[src/rtl/miriscv_pkg.sv]
`default_nettype none
// miriscv_pkg: core-wide constants shared by the data-path blocks.
// Rev 1.0
package miriscv_pkg;
  localparam int XLEN = 32;
endpackage
`default_nettype wire

[src/rtl/miriscv_dmem_arb_pkg.sv]
`default_nettype none
// miriscv_dmem_arb_pkg: types and round-robin helper for the data-memory arbiter.
// Rev 1.0
package miriscv_dmem_arb_pkg;
  localparam int XLEN      = miriscv_pkg::XLEN;
  localparam int MAX_PORTS = 8;

  typedef enum logic [0:0] {
    ARB_IDLE = 1'b0,
    ARB_WAIT = 1'b1
  } arb_state_e;

  // First set request at or above ptr, wrapping at n; returns a one-hot vector.
  function automatic logic [MAX_PORTS-1:0] rr_pick(input logic [MAX_PORTS-1:0] req,
                                                   input logic [2:0]           ptr,
                                                   input int unsigned          n);
    logic [MAX_PORTS-1:0] gnt;
    logic                 found;
    int unsigned          idx;
    gnt   = '0;
    found = 1'b0;
    for (int unsigned i = 0; i < MAX_PORTS; i++) begin
      if (i < n) begin
        idx = {29'd0, ptr} + i;
        if (idx >= n) idx = idx - n;
        if (!found && req[idx[2:0]]) begin
          gnt[idx[2:0]] = 1'b1;
          found         = 1'b1;
        end
      end
    end
    return gnt;
  endfunction
endpackage
`default_nettype wire

[src/rtl/miriscv_rr_picker.sv]
`default_nettype none
// miriscv_rr_picker: combinational round-robin search, one-hot and encoded winner.
// Rev 1.0
module miriscv_rr_picker
  import miriscv_dmem_arb_pkg::*;
#(
  parameter  int NUM_PORTS = 2,
  localparam int PTR_W     = $clog2(NUM_PORTS)
) (
  input  logic [NUM_PORTS-1:0] req,
  input  logic [PTR_W-1:0]     ptr,
  output logic [NUM_PORTS-1:0] gnt,
  output logic [PTR_W-1:0]     idx,
  output logic                 any
);
  logic [MAX_PORTS-1:0] req_ext;
  logic [MAX_PORTS-1:0] gnt_ext;
  logic [2:0]           ptr_ext;

  always_comb begin
    req_ext                  = '0;
    req_ext[NUM_PORTS-1:0]   = req;
    ptr_ext                  = '0;
    ptr_ext[PTR_W-1:0]       = ptr;
    gnt_ext                  = rr_pick(req_ext, ptr_ext, NUM_PORTS);
  end

  assign gnt = gnt_ext[NUM_PORTS-1:0];
  assign any = |gnt_ext;

  always_comb begin
    idx = '0;
    for (int i = 0; i < NUM_PORTS; i++) begin
      if (gnt[i]) idx = PTR_W'(i);
    end
  end
endmodule
`default_nettype wire

[src/rtl/miriscv_dmem_arbiter.sv]
`default_nettype none
// miriscv_dmem_arbiter: shares one data-memory port among NUM_PORTS masters,
// one transaction at a time, with round-robin grant and a hang watchdog. Rev 1.0
module miriscv_dmem_arbiter
  import miriscv_dmem_arb_pkg::*;
#(
  parameter int NUM_PORTS      = 2,
  parameter int TIMEOUT_CYCLES = 255
) (
  input  logic                        clk_i,
  input  logic                        arstn_i,
  input  logic [NUM_PORTS-1:0]        m_req_i,
  input  logic [NUM_PORTS-1:0]        m_we_i,
  input  logic [NUM_PORTS*XLEN/8-1:0] m_be_i,
  input  logic [NUM_PORTS*XLEN-1:0]   m_addr_i,
  input  logic [NUM_PORTS*XLEN-1:0]   m_wdata_i,
  output logic [NUM_PORTS-1:0]        m_gnt_o,
  output logic [NUM_PORTS-1:0]        m_rvalid_o,
  output logic [NUM_PORTS-1:0]        m_err_o,
  output logic [XLEN-1:0]             m_rdata_o,
  output logic                        data_req_o,
  output logic                        data_we_o,
  output logic [XLEN/8-1:0]           data_be_o,
  output logic [XLEN-1:0]             data_addr_o,
  output logic [XLEN-1:0]             data_wdata_o,
  input  logic                        data_rvalid_i,
  input  logic [XLEN-1:0]             data_rdata_i,
  output logic                        busy_o
);
  localparam int PTR_W = $clog2(NUM_PORTS);
  localparam int BE_W  = XLEN / 8;
  localparam int WD_W  = (TIMEOUT_CYCLES > 0) ? $clog2(TIMEOUT_CYCLES + 1) : 1;
  localparam logic [WD_W-1:0]  WD_MAX    = {WD_W{1'b1}};
  localparam logic [PTR_W-1:0] LAST_PORT = PTR_W'(NUM_PORTS - 1);

  arb_state_e           state;
  logic [PTR_W-1:0]     rr_ptr;
  logic [PTR_W-1:0]     owner;
  logic                 aborted;
  logic [WD_W-1:0]      wd_cnt;
  logic                 lat_we;
  logic [BE_W-1:0]      lat_be;
  logic [XLEN-1:0]      lat_addr;
  logic [XLEN-1:0]      lat_wdata;

  logic [NUM_PORTS-1:0] pick_gnt;
  logic [PTR_W-1:0]     pick_idx;
  logic                 pick_any;
  logic [NUM_PORTS-1:0] owner_oh;
  logic                 in_wait;
  logic                 wd_expire;
  logic                 owner_req;
  logic [PTR_W-1:0]     next_ptr;
  logic                 sel_we;
  logic [BE_W-1:0]      sel_be;
  logic [XLEN-1:0]      sel_addr;
  logic [XLEN-1:0]      sel_wdata;

  miriscv_rr_picker #(
    .NUM_PORTS (NUM_PORTS)
  ) u_picker (
    .req (m_req_i),
    .ptr (rr_ptr),
    .gnt (pick_gnt),
    .idx (pick_idx),
    .any (pick_any)
  );

  always_comb begin
    sel_we    = 1'b0;
    sel_be    = '0;
    sel_addr  = '0;
    sel_wdata = '0;
    for (int i = 0; i < NUM_PORTS; i++) begin
      if (pick_idx == PTR_W'(i)) begin
        sel_we    = m_we_i[i];
        sel_be    = m_be_i[i*BE_W +: BE_W];
        sel_addr  = m_addr_i[i*XLEN +: XLEN];
        sel_wdata = m_wdata_i[i*XLEN +: XLEN];
      end
    end
  end

  assign in_wait   = (state == ARB_WAIT);
  assign owner_oh  = {{(NUM_PORTS-1){1'b0}}, 1'b1} << owner;
  assign owner_req = |(m_req_i & owner_oh);
  assign next_ptr  = (owner == LAST_PORT) ? '0 : owner + 1'b1;

  // A response in the expiry cycle takes precedence over the timeout.
  generate
    if (TIMEOUT_CYCLES > 0) begin : g_watchdog
      assign wd_expire = in_wait & ~data_rvalid_i & (wd_cnt == WD_W'(TIMEOUT_CYCLES - 1));
    end else begin : g_no_watchdog
      assign wd_expire = 1'b0;
    end
  endgenerate

  assign m_gnt_o      = (state == ARB_IDLE) ? pick_gnt : '0;
  assign m_rvalid_o   = (in_wait & data_rvalid_i & ~aborted) ? owner_oh : '0;
  assign m_err_o      = (wd_expire & ~aborted) ? owner_oh : '0;
  assign m_rdata_o    = data_rdata_i;
  assign data_req_o   = in_wait & ~aborted & ~data_rvalid_i;
  assign data_we_o    = in_wait & lat_we;
  assign data_be_o    = in_wait ? lat_be : '0;
  assign data_addr_o  = in_wait ? lat_addr : '0;
  assign data_wdata_o = in_wait ? lat_wdata : '0;
  assign busy_o       = in_wait;

  always_ff @(posedge clk_i or negedge arstn_i) begin
    if (!arstn_i) begin
      state     <= ARB_IDLE;
      rr_ptr    <= '0;
      owner     <= '0;
      aborted   <= 1'b0;
      wd_cnt    <= '0;
      lat_we    <= 1'b0;
      lat_be    <= '0;
      lat_addr  <= '0;
      lat_wdata <= '0;
    end else begin
      case (state)
        ARB_IDLE: begin
          if (pick_any) begin
            state     <= ARB_WAIT;
            owner     <= pick_idx;
            lat_we    <= sel_we;
            lat_be    <= sel_be;
            lat_addr  <= sel_addr;
            lat_wdata <= sel_wdata;
            wd_cnt    <= '0;
            aborted   <= 1'b0;
          end
        end
        ARB_WAIT: begin
          if (data_rvalid_i || wd_expire) begin
            state  <= ARB_IDLE;
            rr_ptr <= next_ptr;
          end else begin
            // Stay put after an abort: the memory may still answer.
            if (!owner_req) aborted <= 1'b1;
            if (wd_cnt != WD_MAX) wd_cnt <= wd_cnt + 1'b1;
          end
        end
        default: state <= ARB_IDLE;
      endcase
    end
  end
endmodule
`default_nettype wire

[config.mk]
export PLATFORM = sky130hd
export DESIGN_NAME = miriscv_dmem_arbiter
export DESIGN_NICKNAME = d
export VERILOG_FILES = /design/src/rtl/miriscv_pkg.sv /design/src/rtl/miriscv_dmem_arb_pkg.sv /design/src/rtl/miriscv_rr_picker.sv /design/src/rtl/miriscv_dmem_arbiter.sv
export SDC_FILE = /design/constraint.sdc
export NUM_CORES = 1
export LEC_CHECK = 0
export BUFFER_PORTS_ARGS = -buffer_cell sky130_fd_sc_hd__buf_4
export CORE_AREA = 2 2 109 111
export CTS_CLUSTER_DIAMETER = 100
export DETAILED_ROUTE_END_ITERATION = 12
export DIE_AREA = 0 0 111 113
export PLACE_DENSITY = 0.84
export SLEW_MARGIN = 5
export SYNTH_ARGS = -nofsm -noshare
export SYNTH_HDL_FRONTEND = slang
export SYNTH_SLANG_ARGS = --single-unit
[constraint.sdc]
create_clock -name clk_i -period 2 [get_ports clk_i]
set_clock_uncertainty 0.05 [all_clocks]
set_input_delay 0.1 -clock clk_i [delete_from_list [all_inputs] [get_ports clk_i]]
set_output_delay 0.1 -clock clk_i [all_outputs]
set_load 0.05 [all_outputs]
==> impl_metrics.toml <==
[routing]
first_iter_violations = 554
viasPerCell = 5.91
wl_per_cell_microns = 18.6
dr_total_vias = 5322
drc_errors = 0
firstDrtPassIters = 5
ant_nets = 0
finalWirelength_microns = 16800

[critical_path]
path_depth = 6
worst_r2r_path_depth = 5
r2r_slack_ps = 260
cp.required_ps = 1850
endpoint_kind = "output port"
rr_endpoint = "rr_ptr"
path_max_fanout = 5
r2r_start = "wd_cnt[0]"
crit_path_start_kind = "register"
slowest_delay_ps = 430
worst-path-buf-inv = 2
critPathLaunch = "wd_cnt[0]"
crit_family = "simple AND/OR/NAND/NOR gates"
critical_path_class = "register to output port"
crit_path_end = "m_err_o[0]"
critPathSlowestCell = "dfrtp_1"
arrival_ps = 1760
worstPathCellList = "inv_1 > ha_1 > nand2_1 > nor3_4 > and3_2 > buf_4"

[synth]
syn-num-nets = 762
yosys-top-cells-area = "dfrtp_1 (41%), o211ai_1 (11%), a31oi_1 (8.8%)"
yosysUniqueCellTypes = 39
synth-main-ff-cell = "dfrtp_1"
syn_inst = 585
synth_edf_count = 0
synth_top_area_share_pct = 40.6
yosysWarnings = 0
async_flop_share_pct = 100
synth.cell_area_sq_mm = 0.00499
synth.avg_cell_area_sq_um = 8.53
synth-seq-area-share_pct = 40.6
synth_seq_cells = 81
post-synth-top-area-cell = "dfrtp_1"

[cts]
ctsLongestPathBuffers = 2
clkTransAtPathRegs_ps = 70
cts_setup_buffers = 0
cts-root-buf = "clkbuf_16"
clk_latency_ps = 330
cts_tree = "done"
numClockSinks = 81
cts_max_level = 3
numCtsBuffers = 9

[global_route]
grt_max_degree = 70
grt_use_met1_pct = 31.6
globalRouteOverflowTotal = 0
grt_pass1_wl_microns = 27300
antenna_found_initial = 0
grt_usage_pct = 26.8
grt_pass1_vias = 5481
busiest_layer = "met2"
globalRouteMet3Util_pct = 6.11
grt_util_met2_pct = 47.6

[timing]
setup_viol = 0
rsz0062_at_grt = "no"
slew_violations = 0
fin_crit_sh_pct = 95.7
slew_headroom_pct = 56.1
period_needed_ps = 1910
setup_tns_ps = 0
worst_slack_ps = 85.7
hold_violations = 0
worst_pin_slew_ps = 658
max_freq_ghz = 0.522

[die]
rows = 39
die_y_microns = 113
start_util_pct = 44.3
die_w_microns = 111
die-area_sq_mm = 0.0125
io_pins = 284
coreArea_sq_mm = 0.0113

[power]
vdd.ir_drop.worst_mv = 0.721
power_density_mw_per_mm2 = 1420
p_leak_nw = 3.05
total_power_mw = 9.93

[place]
numPortBuffers = 219
hpwl_microns = 11400
gp_congestion = 0.889
dpl.cell_count = 871
pre_cts_slack_ps = 260

[worst_hold_path]
holdCritPathClass = "input port to register"

[finish]
final_util_pct = 61.9
antennaDiodeCount = 0
final_cell_count_no_fill = 901
n_fill_cell = 912
drive_above_1_share_pct = 35.5
layout.nets = 930
syn_to_final_growth_pct = 39.8

[run_status]
status = "complete, no violations"

[flow_run]
max-cap-violations = 0
==> tightest hold or removal path, cell delays in order <==
cell and delay, ps:
buf_4 110, o211ai_1 70, a31oi_1 80
==> Yosys cell counts, drive strengths merged (2+ instances only) <==
cell type and n:
ha 2, o211ai 70, a31oi 70, a21oi 2, o21ai 74, dfrtp 81, and3 3, nor2 74
nand2 11, clkbuf 39, mux2i 5, inv 7, buf 54, and2 70, nor3 4
==> registers in the layout, summed over array words and instances (netlist names) <==
name,count
owner,1
lat_wdata,32
lat_we,1
lat_be,4
wd_cnt,8
rr_ptr,1
lat_addr,32
aborted,1
busy_o,1
==> through the flow <==
step	instance area, sq um	hold slack, ps
2_1_floorplan	5000	-246
3_3_place_gp	6500	118
3_5_place_dp	6500	124
4_1_cts	6970	0.132
5_1_grt	6980	2.07
6_report	6980	8.93
==> power breakdown <==
part / switching (mW) / internal, mW / leakage [nW]
logic: 3.67 / 1.81 / 1.97
registers: 0.389 / 2.29 / 0.926
clock network: 0.684 / 1.09 / 0.155
==> cell type report <==
| cell class | instances | area, sq um | share of cell area, % |
|---|---|---|---|
| inverter | 7 | 26.3 | 0.377 |
| clock buffer | 9 | 225 | 3.23 |
| multi-input combinational | 404 | 2430 | 34.9 |
| tap | 143 | 179 | 2.57 |
| clock inverter | 7 | 95.1 | 1.36 |
| sequential | 81 | 2030 | 29.1 |
| timing repair buffer | 250 | 1990 | 28.5 |
==> routing by layer <==
layer	vias up	part of all wire, %
li1	2415	-
met1	2557	38
met2	292	52
met3	58	7.5
met4	0	2.8
met5	-	0
==> logic make-up (layout without fill, tap and decap cells) <==
group | after synthesis | in the layout | share of synthesized area [%]
buffers and inverters | 100 | 273 | 11.1
AND/OR/NAND/NOR | 169 | 169 | 17.3
adder cells (fa/ha/maj) | 2 | 2 | 0.502
multiplexers | 6 | 6 | 1.23
flip-flops | 81 | 81 | 40.6
AO/OA/AOI/OAI | 227 | 227 | 29.2
==> worst min path at each step <==
stage                           start            to  slack (ps)  depth (start not counted)
after floorplan               arstn_i       aborted        -250                          0
after global placement        arstn_i  lat_wdata[6]         120                          1
after detailed placement      arstn_i  lat_wdata[5]         120                          1
after CTS                 m_addr_i[3]   lat_addr[3]         0.1                          3
after global routing      m_addr_i[3]   lat_addr[3]           2                          3
final                       m_be_i[7]     lat_be[3]           9                          3
==> layout by cell type (no fill, tap or decap), types with 9 or more instances in the layout <==
cell and n:
dfrtp_1 79, dlygate4sd3_1 14, and2_1 70, buf_4 230, clkbuf_16 9, nand2_1 11
nor2_1 73, a31oi_1 70, o211ai_1 70, o21ai_0 73
==> timing repair <==
action / CTS / global route
gates resized for setup: 1 / 1
setup endpoints to repair: 2 / 2
hold buffers: 14 / 0
pin swaps: 0 / 1
hold endpoints to repair: 61 / 0
Note: power is estimated with default switching activity, not from simulation.
